--- src/rtl/bin_to_bcd_seq.sv ---
// Sequential shift-add-3 binary-to-BCD converter, one input bit per clock.
// Optional leading-zero blanking output enabled by LEADING_ZERO_BLANK_EN.
module bin_to_bcd_seq #(
    parameter int unsigned BIN_W  = 10,
    parameter int unsigned DIGITS = 4
) (
    input  logic                  clk,
    input  logic                  rst_n,
    input  logic                  start,
    input  logic [BIN_W-1:0]      bin,
    output logic                  busy,
    output logic                  done,
    output logic [4*DIGITS-1:0]   bcd
`ifdef LEADING_ZERO_BLANK_EN
   ,output logic [DIGITS-1:0]     blank
`endif
);

    localparam int unsigned BCD_W = 4 * DIGITS;
    localparam int unsigned CNT_W = $clog2(BIN_W + 1);
    localparam longint unsigned MAX_BIN = (64'd1 << BIN_W) - 64'd1;

    function automatic longint unsigned pow10(input int unsigned n);
        longint unsigned p;
        p = 64'd1;
        for (int unsigned i = 0; i < n; i++) p = p * 64'd10;
        return p;
    endfunction

    // Too few digits could overflow, so refuse to elaborate.
    generate
        if (pow10(DIGITS) <= MAX_BIN) begin : g_width_check
            $error("bin_to_bcd_seq: DIGITS too small for BIN_W");
        end
    endgenerate

    typedef enum logic [1:0] {
        IDLE  = 2'd0,
        SHIFT = 2'd1,
        DONE  = 2'd2
    } state_t;

    state_t             state;
    logic [BIN_W-1:0]   binreg;
    logic [BCD_W-1:0]   scratch;
    logic [BCD_W-1:0]   scratch_adj;
    logic [BCD_W-1:0]   scratch_shf;
    logic [CNT_W-1:0]   cnt;

    // Add-3 correction on every digit >= 5, then shift in the next binary bit.
    always_comb begin
        scratch_adj = scratch;
        for (int k = 0; k < int'(DIGITS); k++) begin
            if (scratch[4*k +: 4] >= 4'd5)
                scratch_adj[4*k +: 4] = scratch[4*k +: 4] + 4'd3;
        end
        scratch_shf = {scratch_adj[BCD_W-2:0], binreg[BIN_W-1]};
    end

`ifdef LEADING_ZERO_BLANK_EN
    logic [DIGITS-1:0] blank_nxt;

    // A digit blanks when it and every higher digit are zero; digit 0 always shows.
    always_comb begin
        logic zero_above;
        zero_above = 1'b1;
        blank_nxt  = '0;
        for (int k = int'(DIGITS) - 1; k >= 0; k--) begin
            zero_above   = zero_above & (scratch_shf[4*k +: 4] == 4'd0);
            blank_nxt[k] = zero_above;
        end
        blank_nxt[0] = 1'b0;
    end
`endif

    always_ff @(posedge clk or negedge rst_n) begin
        if (!rst_n) begin
            state   <= IDLE;
            binreg  <= '0;
            scratch <= '0;
            cnt     <= '0;
            busy    <= 1'b0;
            done    <= 1'b0;
            bcd     <= '0;
`ifdef LEADING_ZERO_BLANK_EN
            blank   <= {{(DIGITS-1){1'b1}}, 1'b0};
`endif
        end else begin
            done <= 1'b0;
            case (state)
                IDLE, DONE: begin
                    if (start) begin
                        binreg  <= bin;
                        scratch <= '0;
                        cnt     <= CNT_W'(BIN_W);
                        busy    <= 1'b1;
                        state   <= SHIFT;
                    end else begin
                        state   <= IDLE;
                    end
                end
                SHIFT: begin
                    scratch <= scratch_shf;
                    binreg  <= {binreg[BIN_W-2:0], 1'b0};
                    cnt     <= cnt - CNT_W'(1);
                    if (cnt == CNT_W'(1)) begin
                        state <= DONE;
                        busy  <= 1'b0;
                        done  <= 1'b1;
                        bcd   <= scratch_shf;
`ifdef LEADING_ZERO_BLANK_EN
                        blank <= blank_nxt;
`endif
                    end
                end
                default: state <= IDLE;
            endcase
        end
    end

endmodule

--- config.mk ---
export PLATFORM = sky130hd
export DESIGN_NAME = bin_to_bcd_seq
export DESIGN_NICKNAME = d
export VERILOG_FILES = /design/src/rtl/bin_to_bcd_seq.sv
export SDC_FILE = /design/constraint.sdc
export NUM_CORES = 1
export LEC_CHECK = 0
export BUFFER_PORTS_ARGS = -buffer_cell sky130_fd_sc_hd__buf_4
export CAP_MARGIN = 15
export CORE_MARGIN = 3
export CORE_UTILIZATION = 40
export CTS_BUF_LIST = sky130_fd_sc_hd__clkbuf_4 sky130_fd_sc_hd__clkbuf_8
export DETAILED_ROUTE_END_ITERATION = 8
export SLEW_MARGIN = 15
export SYNTH_ARGS = -nofsm -noshare
export SYNTH_HDL_FRONTEND = slang
export SYNTH_SLANG_ARGS = --single-unit
--- constraint.sdc ---
create_clock -name clk -period 3.2 [get_ports clk]
set_input_delay 0.48 -clock clk [delete_from_list [all_inputs] [get_ports clk]]
set_output_delay 0.48 -clock clk [all_outputs]
set_load 0.01 [all_outputs]
== Word-level counts from Yosys, hierarchy flattened ==
Index checks and enable logic that the tools add are counted.
Word-level totals
  word-level logic and storage cells: 45
  bits of input ports: 13
  output and inout port bits: 18
  bits in registers: 50
Operators by class
  reductions and logical operators: 6
  magnitude comparators: 4
  $add $sub $neg: 5
  muxes and demuxes: 18
  equality and inequality tests: 5
Operators by type and width (number)
  $pmux W16 S2: 1
  $pmux W10 S2: 1
  $ge A4 B3 Y1 const B: 4
  $mux W16: 1
  $mux W4: 4
  $add A4 B2 Y4 const B: 3
  $mux W10: 1
  $pmux W4 S2: 1
  $mux W1: 5
  $eq A4 B1 Y1 const B: 1
  $ne A2 B2 Y1 const B: 2
  $pmux W2 S2: 1
  $reduce_and A2 Y1: 2
  $sub A4 B1 Y4 const B: 1
  $add A3 B2 Y3 const B: 1
  $mux W3: 1
  $reduce_and A3 Y1: 1
  $eq A2 B1 Y1 const B: 1
  $eq A2 B2 Y1 const B: 1
  $logic_not A2 Y1: 1
  $mux W2: 1
  $pmux W1 S2: 1
  $reduce_bool A2 Y1: 1
  $reduce_or A2 Y1: 1

== Longest topological paths before layout ==
Gate-level depths: netlist of the first run.
  depth after elaboration: 4
  mapped depth: 8
  depth with buffers taken out: 6

== Least setup slack after synthesis of the first run ==
Ideal clock, no wire load.
  path type: register to register
  start: register scratch[8]
  end: register bcd[10]
  arrival time: 1.390 ns
  period minus slack after synthesis: 1.473 ns
  library setup time: 0.083 ns
  path buffers: 0
  stages on the path, launching flop included: 7
  setup slack: 1.727 ns
  data required time: 3.117 ns
  cell sequence: dfrtp_1 > inv_1 > ha_1 > nand2b_1 > a21oi_2 > mux2_2 > o21ai_0
Between the ends
  word-level cells in the longest chain between the ends: 2
  elaborated cells between the ends (all ways): 3
  those cells by class: add/sub (1); order compare (1); mux (1)
RTL lines
  start, declared: RTL line 45  | logic [BCD_W-1:0] scratch;
  start signal, assigned: RTL line 103  | scratch <= scratch_shf;
  $add A4 B2 Y4 or $ge A4 B3 Y1 (tied branches): RTL line 55, 54
  $mux W4 *: RTL line 54  | if (scratch[4*k +: 4] >= 4'd5)
  end signal, assigned: RTL line 110  | bcd <= scratch_shf;
  end, declared: RTL line 13  | output logic [4*DIGITS-1:0] bcd
Every way passes the cells marked *; elsewhere a longest branch is shown, timed or not.
A chain may end at the register's enable or synchronous reset.

== Worst setup path in the final report of the first run ==
  start: register state[0]
  end: register bcd[9]
Between the ends
  word-level cells in the longest chain between the ends: 2
RTL lines
  start, declared: RTL line 43  | state_t state;
  start signal, assigned: RTL line 78  | state <= IDLE;
  start signal, assigned: RTL line 97  | state <= SHIFT;
  start signal, assigned: RTL line 99  | state <= IDLE;
  $eq A2 B1 Y1: RTL line 90  | case (state)
  $reduce_and A2 Y1 (no line)
Every way passes these cells.

==> summary.md, run 1 <==
| Metric | Value |
|---|---|
| Outcome | completed |
| Yosys cell types | 30 |
| Hpwl dp | 2930 µm |
| Std cell rows | 27 |
| Reg2reg path depth | 4 |
| Clk buf depth | 2 |
| Number of setup buffers added after CTS | 0 |
| R2r startpoint | state[0] |
| Max Clock Skew | 0.0114 ns |
| Arr. time, crit path | 2.25 ns |
| Maximum fanout along the worst path | 20 |
| Core region area | 5570 µm² |
| CTS Hold Bufs | 0 |
| Seq/Total Area, Yosys | 53.5% |
| Top post-synthesis cells by area | dfrtp_1 (53%), nand2_1 (6.1%), ha_1 (5.3%) |
| Post-Syn Instances | 217 |
| RSZ-0062 raised after global routing | false |
| Share of cells above drive strength 1 | 23.4% |
| Fin cells | 320 |
| Port Buffers | 30 |
| Ant diodes | 0 |
| Crit Path Class | flop to flop |
| Initial antenna violation count | 0 |
| Global route overflow | 0 |
| Final Max Slew Viols | 0 |
| Routed len/inst | 13.5 µm |
| Final period util | 64.5% |
| Setup TNS | 0 ns |
| Final setup margin | 1.14 ns |
| CP cell instances | nor2b_2, nand2_2, inv_2, mux2_2 |
| Placer Congestion | 0.702 |
| Initial Util | 42.0% |
| Share of the synthesized area in the top cell type | 53.5% |
| F_max | 0.485 GHz |
| Max Cap Viol | 0 |
| Startpoint types | flop |
| Switching fraction of total power | 38.0% |
| Largest net degree at the start of global routing | 51 |
| Final wirelength | 4330 µm |
| Maximum vdd drop | 0.470 mV |
| Number of gates resized after cts | 0 |
| Clock Power Share | 16.3% |
| I/O pin cnt | 31 |
| Antenna Nets Post-Route | 0 |
| Yosys reg bits | 50 |
| Synth-to-Final Area Change | 15.9% |
| FF-to-FF End | bcd[9] |
| Worst path required time | 3.39 ns |
| Via Count | 1640 |
| CTS Buf Count | 5 |
| Post-Syn Area per Cell | 10.8 µm² |
| Endpoints failing hold | 0 |
| Pre-antenna DRT Iters | 4 |
| Sequential Power Share | 40.5% |
| Worst-Margin Slew | 0.650 ns |
| Filler instances | 548 |
| Top delay family on crit path | simple AND/OR/NAND/NOR gates |
| Slew headroom | 56.5% |
| Clock root buffer | clkbuf_8 |
| Worst path max stage delay | 0.56 ns |
| Worst-path clk slew | 0.09 ns |
| Buf/Inv on CP | 1 |
| Hold Path Class | primary input to async pin |
| First-pass GRT wire length | 7400 µm |
| Syn. warnings | 0 |
| Routed vias/inst | 5.13 |
| Die area | 6800 µm² |
| Internal power | 1700 µW |
| CP max stage cell | nor2b_2 |
| Final setup vio count | 0 |
| H-tree Lvls | 2 |
| Final Instance Area | 2710 µm² |
| Setup Slack @ Placement | 1.10 ns |
| Cell Area, Synth | 2340 µm² |
| Vias in the first global route | 1534 |
| Syn_nets | 240 |
| CTS tree | done |
| Worst-Skew Late Latency | 0.30 ns |
| Die X | 82.5 µm |
| R2R Setup Slk | 1.14 ns |
| Drt drc | 0 |
| Crit. End Element | flop |
| Setup crit start | state[0] |
| Minimum clock period | 2.06 ns |
| Comb power frac | 43.1% |
| Yosys top cell by area | dfrtp_1 |
| Gr usage total | 14.3% |
| Die Span Y | 82.5 µm |
| P per Cell Area | 1010 nW/µm² |
| Placement Cell Area | 2600 µm² |
| P_leak | 0.00131 µW |
| First DRT Iteration DRCs | 83 |
| Net Sw Power | 1040 µW |
| # clock sinks | 50 |
| Layout Nets | 270 |
| DP Cell Count | 312 |
## layout make-up
class                           instances  area, µm²  area share [%]
Clock inverter                          2       37.5            1.38
Inverter                               12       45.0            1.66
Clock buffer                            6       76.3            2.81
Timing Repair Buffer                   32        240            8.86
Multi-Input combinational cell        146        972            35.8
Tap cell                               72       90.1            3.32
Sequential cell                        50       1250            46.1
## cells in the mapped netlist
library cell / n
dfrtp_1: 50
nand2_1: 38
o21ai_0: 22
inv_1: 11
a22oi_1: 10
ha_1: 10
a22o_1: 9
mux2_2: 8
a21oi_1: 7
nor3b_1: 7
nand2b_1: 5
nand3_1: 5
nor3_1: 5
a21oi_2: 4
buf_6: 4
xnor2_1: 4
buf_2: 3
mux2i_1: 3
a211oi_1: 1
a31oi_1: 1
buf_4: 1
clkbuf_1: 1
inv_2: 1
mux2_4: 1
nand2_2: 1
nor2_4: 1
nor2b_1: 1
nor2b_2: 1
nor3b_2: 1
or2b_1: 1
## state kept, by name, indices dropped and copies added (netlist names)
signal	flops
cnt	4
scratch	16
busy	1
done	1
state	2
bcd	16
binreg	10
## logic make-up (layout without fill, tap and decap cells)
logic type	after synthesis	count (layout)	synth area share, %
mux	12	12	5.78
simple gates	66	66	14.1
buf+inv	21	52	4.97
fa+ha+maj	10	10	5.35
compound gates	54	54	14.9
xor+xnor	4	4	1.50
flops	50	50	53.5
## layout by cell type, fill, tap and decap left out, types with 3 or more instances in the layout
cell and count:
dfrtp_1 50, nand2_1 38, buf_4 32, o21ai_0 22
inv_1 11, a22oi_1 10, ha_1 10, a22o_1 9
mux2_2 8, nor3b_1 7, a21oi_1 7, nand2b_1 5
nor3_1 5, nand3_1 5, clkbuf_8 5, a21oi_2 4
xnor2_1 4, mux2i_1 3
## worst register-to-register path, stage by stage, from the launching register on
cell     delay, ns
dfrtp_1       0.38
nor2b_2       0.56
nand2_2       0.38
inv_2         0.28
mux2_2        0.36
## through the flow
stage	total power, µW	util [%]	hold slack, ns
detailed placement	2320	46.6	0.471
CTS	2780	48.7	0.213
finish	2750	48.7	0.192
global placement	2290	46.6	0.463
floorplan	1980	-	0.184
global route	2990	48.7	0.228
## routing by layer
layer  share of wire (%)  track usage [%]
met5                   0                0
met4                 1.7             4.15
met3                 4.7             3.69
met2                  45             22.4
met1                  48             19.6
## worst max-delay path by stage
stage	endpoint	slack, ns	depth (start not counted)
6_report	bcd[9]	1.14	4
5_1_grt	bcd[9]	0.95	4
4_1_cts	bcd[2]	1.08	4
3_5_place_dp	bcd[5]	1.10	4
3_3_place_gp	bcd[13]	1.16	4
2_1_floorplan	bcd[10]	1.73	6
## power groups by stage
| stage | registers, µW | logic [µW] | clock network, µW |
|---|---|---|---|
| after floorplan | 1120 | 858 | 0 |
| after global placement | 1130 | 1170 | 0 |
| after detailed placement | 1130 | 1190 | 0 |
| after CTS | 1110 | 1210 | 465 |
| after global routing | 1160 | 1350 | 488 |
| final | 1110 | 1190 | 449 |
(Power assumes the default switching activity.)
==> run 2: changes to the inputs <==
- clock period: 3.2 -> 2 ns (I/O delays scaled with it)
==> run 2 against run 1 <==
Against the previous run:
- the flow now finishes with violations (negative hold slack)
- sequential power up 60%
- largest cell class unchanged
- combinational power up 64%
- clock skew down 0.0037 ns
- first-iteration DRC count down 17%
- clock power up 40%
- fmax up 28%
==> summary.md, run 2 (synthesized netlist as in run 1, its figures left out) <==
| Metric | Value |
|---|---|
| Layout Nets | 275 |
| H-tree Lvls | 2 |
| Outcome | finished with violations |
| WHS | -0.000890 ns |
| CTS Hold Bufs | 0 |
| Max Cap Viol | 0 |
| Worst path required time | 2.23 ns |
| Ant diodes | 0 |
| Slew headroom | 57.6% |
| Arr. time, crit path | 1.84 ns |
| Top Metal Used | met4 |
| Clk buf depth | 2 |
| RSZ-0062 raised after global routing | false |
| Final period util | 80.5% |
| Routed len/inst | 13.8 µm |
| Largest net degree at the start of global routing | 51 |
| Share of cells above drive strength 1 | 24.9% |
| Hold Path Class | primary input to async pin |
| Met2 WL | 2000 µm |
| Final setup vio count | 0 |
| Final Max Slew Viols | 0 |
| # clock sinks | 50 |
| Std cell rows | 27 |
| Commonest non-fill, non-tap cell in the layout | dfrtp_1 |
| Pre-antenna DRT Iters | 4 |
| Global route overflow | 0 |
| Worst-Margin Slew | 0.635 ns |
| WL met1 | 2230 µm |
| Clock root buffer | clkbuf_8 |
| Setup TNS | 0 ns |
| DR WL met3 | 202 µm |
| Maximum fanout along the worst path | 5 |
| Placer Congestion | 0.736 |
| First-pass GRT wire length | 7750 µm |
| CP max stage cell | dfrtp_1 |
| Die Span Y | 82.5 µm |
| CTS tree | done |
| Via Count | 1639 |
| Worst-path clk slew | 0.09 ns |
| Maximum vdd drop | 0.557 mV |
| Crit. End Element | flop |
| Drt drc | 0 |
| Buf/Inv on CP | 1 |
| Worst-Skew Late Latency | 0.30 ns |
| Die X | 82.5 µm |
| Final wirelength | 4480 µm |
| Worst path max stage delay | 0.44 ns |
| Biggest regs | bcd x16, scratch x16, binreg x10 |
| Routed vias/inst | 5.04 |
| Top delay family on crit path | flip-flops |
| Crit Path Class | flop to flop |
| Endpoints failing hold | 3 |
| I/O pin cnt | 31 |
| Hpwl dp | 3090 µm |
| Failing checks | negative hold slack |
| Final Instance Area | 2730 µm² |
| Most frequent cells in the layout | dfrtp_1 (50), nand2_1 (38), buf_4 (37), o21ai_0 (22), inv_1 (11) |
| Synth-to-Final Area Change | 16.7% |
| Initial antenna violation count | 0 |
| P_leak | 0.00133 µW |
| Gr usage total | 15.1% |
| Finished Core Util | 49.0% |
| First DRT Iteration DRCs | 69 |
| CP cell instances | inv_1, ha_1, nand2b_1, a21oi_2, mux2_2, o21ai_0 |
| F_max | 0.621 GHz |
| Placement Cell Area | 2640 µm² |
| Number of gates resized after cts | 0 |
| CTS Buf Count | 5 |
| Number of setup buffers added after CTS | 0 |
| Core region area | 5570 µm² |
| Vias in the first global route | 1623 |
| Port Buffers | 30 |
| P per Cell Area | 1600 nW/µm² |
| Initial Util | 42.0% |
| Die area | 6800 µm² |
| Minimum clock period | 1.61 ns |
| Antenna Nets Post-Route | 0 |
| Max Clock Skew | 0.00771 ns |
| Startpoint types | flop |
run 2: cell types whose count changed in the layout (fill, tap and decap cells not counted), sizes merged:
cell | previous run | this run
clkinvlp | 1 | 0
clkbuf | 6 | 7
bufinv | 1 | 0
buf | 32 | 37
clkinv | 0 | 1
run 2: worst paths after layout:
kind | from | end | slack (ns) | cells after the start
worst max-delay path | scratch[8] | scratch[10] | 0.39 | 6
worst min-delay path | rst_n | scratch[6] | -0.0009 | 1
worst max register to register | scratch[8] | scratch[10] | 0.39 | 6
worst min register to register | bcd[8] | bcd[8] | 0.48 | 2
max in group asynchronous | rst_n | scratch[12] | 1.56 | 1
min in group clk | bin[5] | binreg[5] | 0.21 | 3
run 2: worst register-to-register path, delay by kind of cell (launching register included):
kind	cells	cell delay [ns]
flops	1	0.44
simple gates	1	0.11
mux	1	0.36
buf+inv	1	0.08
fa+ha+maj	1	0.22
compound gates	2	0.32
run 2: area by class of cell:
class	count	area, µm²
sequential	50	1250
fill	547	2840
clock inverter	1	5.00
multi-input combinational	146	972
clock buffer	7	90.1
timing repair buffer	37	278
inverter	12	45.0
tap	72	90.1
run 2: metrics by stage:
stage	hold WS (ns)	power, µW	worst slack, ns	instances
5_1_grt	0.0612	4790	0.255	325
3_5_place_dp	0.372	3790	0.405	317
2_1_floorplan	0.00441	3160	0.527	217
4_1_cts	0.0349	4430	0.382	325
3_3_place_gp	0.369	3740	0.451	317
6_report	-0.000890	4360	0.390	325
run 2: power by group:
part	internal [µW]	switching [µW]	total, µW	leakage (µW)
sequential	1440	342	1780	0.000629
clock	294	334	627	0.0000517
combinational	951	1000	1950	0.000645
run 2: per-layer routing:
layer  GRT usage (%)  up-vias
met1            20.3      790
li1                -      815
met4            3.99        0
met2            24.3       29
met5               0        -
met3            3.47        5
==> run 3: changes to the inputs <==
- clock period: 2 -> 1.4 ns (I/O delays scaled with it)
==> run 3 against run 2 <==
Against the previous run:
- the flow finishes with violations (negative setup slack)
- critical path depth stayed put
- sequential power grew 46%
- combinational power rose by 100%
- die area did not move
- hold slack better by 0.12 ns
- first-iteration DRC count is 62% higher
- clock power up 42%
==> summary.md, run 3 (synthesized netlist as in run 1, its figures left out) <==
| Metric | Value |
|---|---|
| Outcome | finished with violations |
| Failing checks | negative setup slack |
| CTS Buf Count | 5 |
| Crit Path Class | flop to flop |
| Drt drc | 0 |
| Maximum fanout along the worst path | 8 |
| Slew headroom | 57.6% |
| Hpwl dp | 3060 µm |
| First DRT Iteration DRCs | 112 |
| P_leak | 0.00149 µW |
| Worst-path clk slew | 0.09 ns |
| Worst path required time | 1.59 ns |
| Clk buf depth | 2 |
| Comb power frac | 53.1% |
| Startpoint types | flop |
| Port Buffers | 30 |
| I/O pin cnt | 31 |
| R2r startpoint | cnt[1] |
| Minimum clock period | 1.46 ns |
| Die X | 82.5 µm |
| WHS | 0.123 ns |
| Worst-Skew Late Latency | 0.30 ns |
| Max Clock Skew | 0.00569 ns |
| Clock Power Share | 12.0% |
| Std cell rows | 27 |
| Global route overflow | 0 |
| Worst-Margin Slew | 0.635 ns |
| Switching fraction of total power | 37.7% |
| Setup TNS | -0.468 ns |
| Core region area | 5570 µm² |
| P per Cell Area | 2370 nW/µm² |
| Net Sw Power | 2810 µW |
| Setup Slack @ Placement | -0.140 ns |
| Filler instances | 487 |
| Die Span Y | 82.5 µm |
| Share of cells above drive strength 1 | 40.9% |
| Clock root buffer | clkbuf_8 |
| Final Max Slew Viols | 0 |
| Synth-to-Final Area Change | 34.4% |
| Placer Congestion | 0.788 |
| Sequential Power Share | 35.0% |
| Final wirelength | 4840 µm |
| Endpoints failing hold | 0 |
| Min-Delay Startpoint | bin[4] |
| H-tree Lvls | 2 |
| Initial antenna violation count | 0 |
| Tot Pwr | 7440 µW |
| Final setup margin | -0.0632 ns |
| Routed len/inst | 13.9 µm |
| Internal power | 4630 µW |
| Pre-antenna DRT Iters | 4 |
| Commonest non-fill, non-tap cell in the layout | buf_4 |
| CTS tree | done |
| Reg2reg path depth | 6 |
| Final period util | 105% |
| Antenna Nets Post-Route | 0 |
| Layout Nets | 298 |
| # clock sinks | 50 |
| Via Count | 1753 |
| Routed vias/inst | 5.04 |
| Hold Path Class | primary input to flop |
| Ant diodes | 0 |
| Largest net degree at the start of global routing | 51 |
| Maximum vdd drop | 1.09 mV |
| Vias in the first global route | 1669 |
| F_max | 0.683 GHz |
| Finished Core Util | 56.4% |
| Gr usage total | 15.7% |
| RSZ-0062 raised after global routing | true |
| Hold Path End | binreg[4] |
| Biggest regs | bcd x16, scratch x16, binreg x10 |
| R2R Setup Slk | -0.06 ns |
| Die area | 6800 µm² |
| Final setup vio count | 9 |
| WHS Path Cells | 3 |
| Most frequent cells in the layout | buf_4 (55), dfrtp_1 (50), nand2_1 (37), o21ai_0 (14), a22oi_1 (10) |
| Arr. time, crit path | 1.65 ns |
| Initial Util | 42.0% |
| Max Cap Viol | 0 |
| Crit. End Element | flop |
| First-pass GRT wire length | 8080 µm |
| FF-to-FF End | bcd[1] |
## run 3: cell types whose count changed in the layout (fill, tap and decap cells not counted), moves of 4 or more
| cell | previous run | this run |
|---|---|---|
| inv_2 | 1 | 5 |
| buf_4 | 37 | 55 |
| nand2b_4 | 0 | 4 |
| ha_1 | 10 | 1 |
| mux2_2 | 8 | 0 |
| o21ai_1 | 0 | 5 |
| nand2b_1 | 5 | 1 |
| ha_4 | 0 | 4 |
| ha_2 | 0 | 5 |
| inv_1 | 11 | 6 |
| mux2_4 | 1 | 9 |
| o21ai_0 | 22 | 14 |
| a21oi_4 | 0 | 4 |
## run 3: worst max-delay path, stage by stage (launching register included)
cell	delay, ns
dfrtp_1	0.39
inv_2	0.08
ha_4	0.12
nor3b_4	0.21
nand2_2	0.12
clkinv_4	0.12
mux2_4	0.31
## run 3: stage by stage
step | cell area (µm²) | std cells
finish | 3140 | 348
global route | 3140 | 348
CTS | 3040 | 346
detailed placement | 2790 | 333
global placement | 2790 | 333
floorplan | 2350 | 217
## run 3: what timing repair did
item                                    CTS  global route
gates resized for setup                  28            27
endpoints found under the setup margin   16            32
pin swaps                                 9             4
buffers inserted                          4             2
hold buffers                              1             0
endpoints found under the hold margin    50             0
## run 3: how the worst max path moves through the flow
stage	from	endpoint	slack, ns	cells after the start
3_3_place_gp	cnt[1]	bcd[5]	-0.08	6
3_5_place_dp	cnt[1]	bcd[2]	-0.14	6
4_1_cts	cnt[1]	bcd[1]	-0.07	6
6_report	cnt[1]	bcd[1]	-0.06	6
2_1_floorplan	scratch[8]	bcd[10]	-0.02	6
5_1_grt	cnt[1]	bcd[13]	-0.16	6
## run 3: layer usage
| layer | GRT usage (%) | up-vias | wire length [µm] |
|---|---|---|---|
| li1 | - | 867 | - |
| met1 | 22.2 | 844 | 2320 |
| met2 | 24.4 | 37 | 2260 |
| met3 | 3.36 | 5 | 228 |
| met4 | 3.99 | 0 | 36 |
| met5 | 0 | - | 0 |
## run 3: power groups by stage
stage / Sequential (µW) / Combinational, µW / Clock [µW]
2_1_floorplan: 2560 / 2000 / 0
3_3_place_gp: 2530 / 3220 / 0
3_5_place_dp: 2550 / 3260 / 0
4_1_cts: 2560 / 3640 / 922
5_1_grt: 2690 / 4390 / 1000
6_report: 2600 / 3950 / 891
## run 3: area by class of cell
class / instances / area (µm²) / area share (%)
sequential: 50 / 1250 / 39.8
multi-input combinational: 146 / 1170 / 37.3
timing repair buffer: 60 / 485 / 15.4
clock buffer: 7 / 90.1 / 2.87
tap: 72 / 90.1 / 2.87
inverter: 12 / 50.0 / 1.59
clock inverter: 1 / 5.00 / 0.159
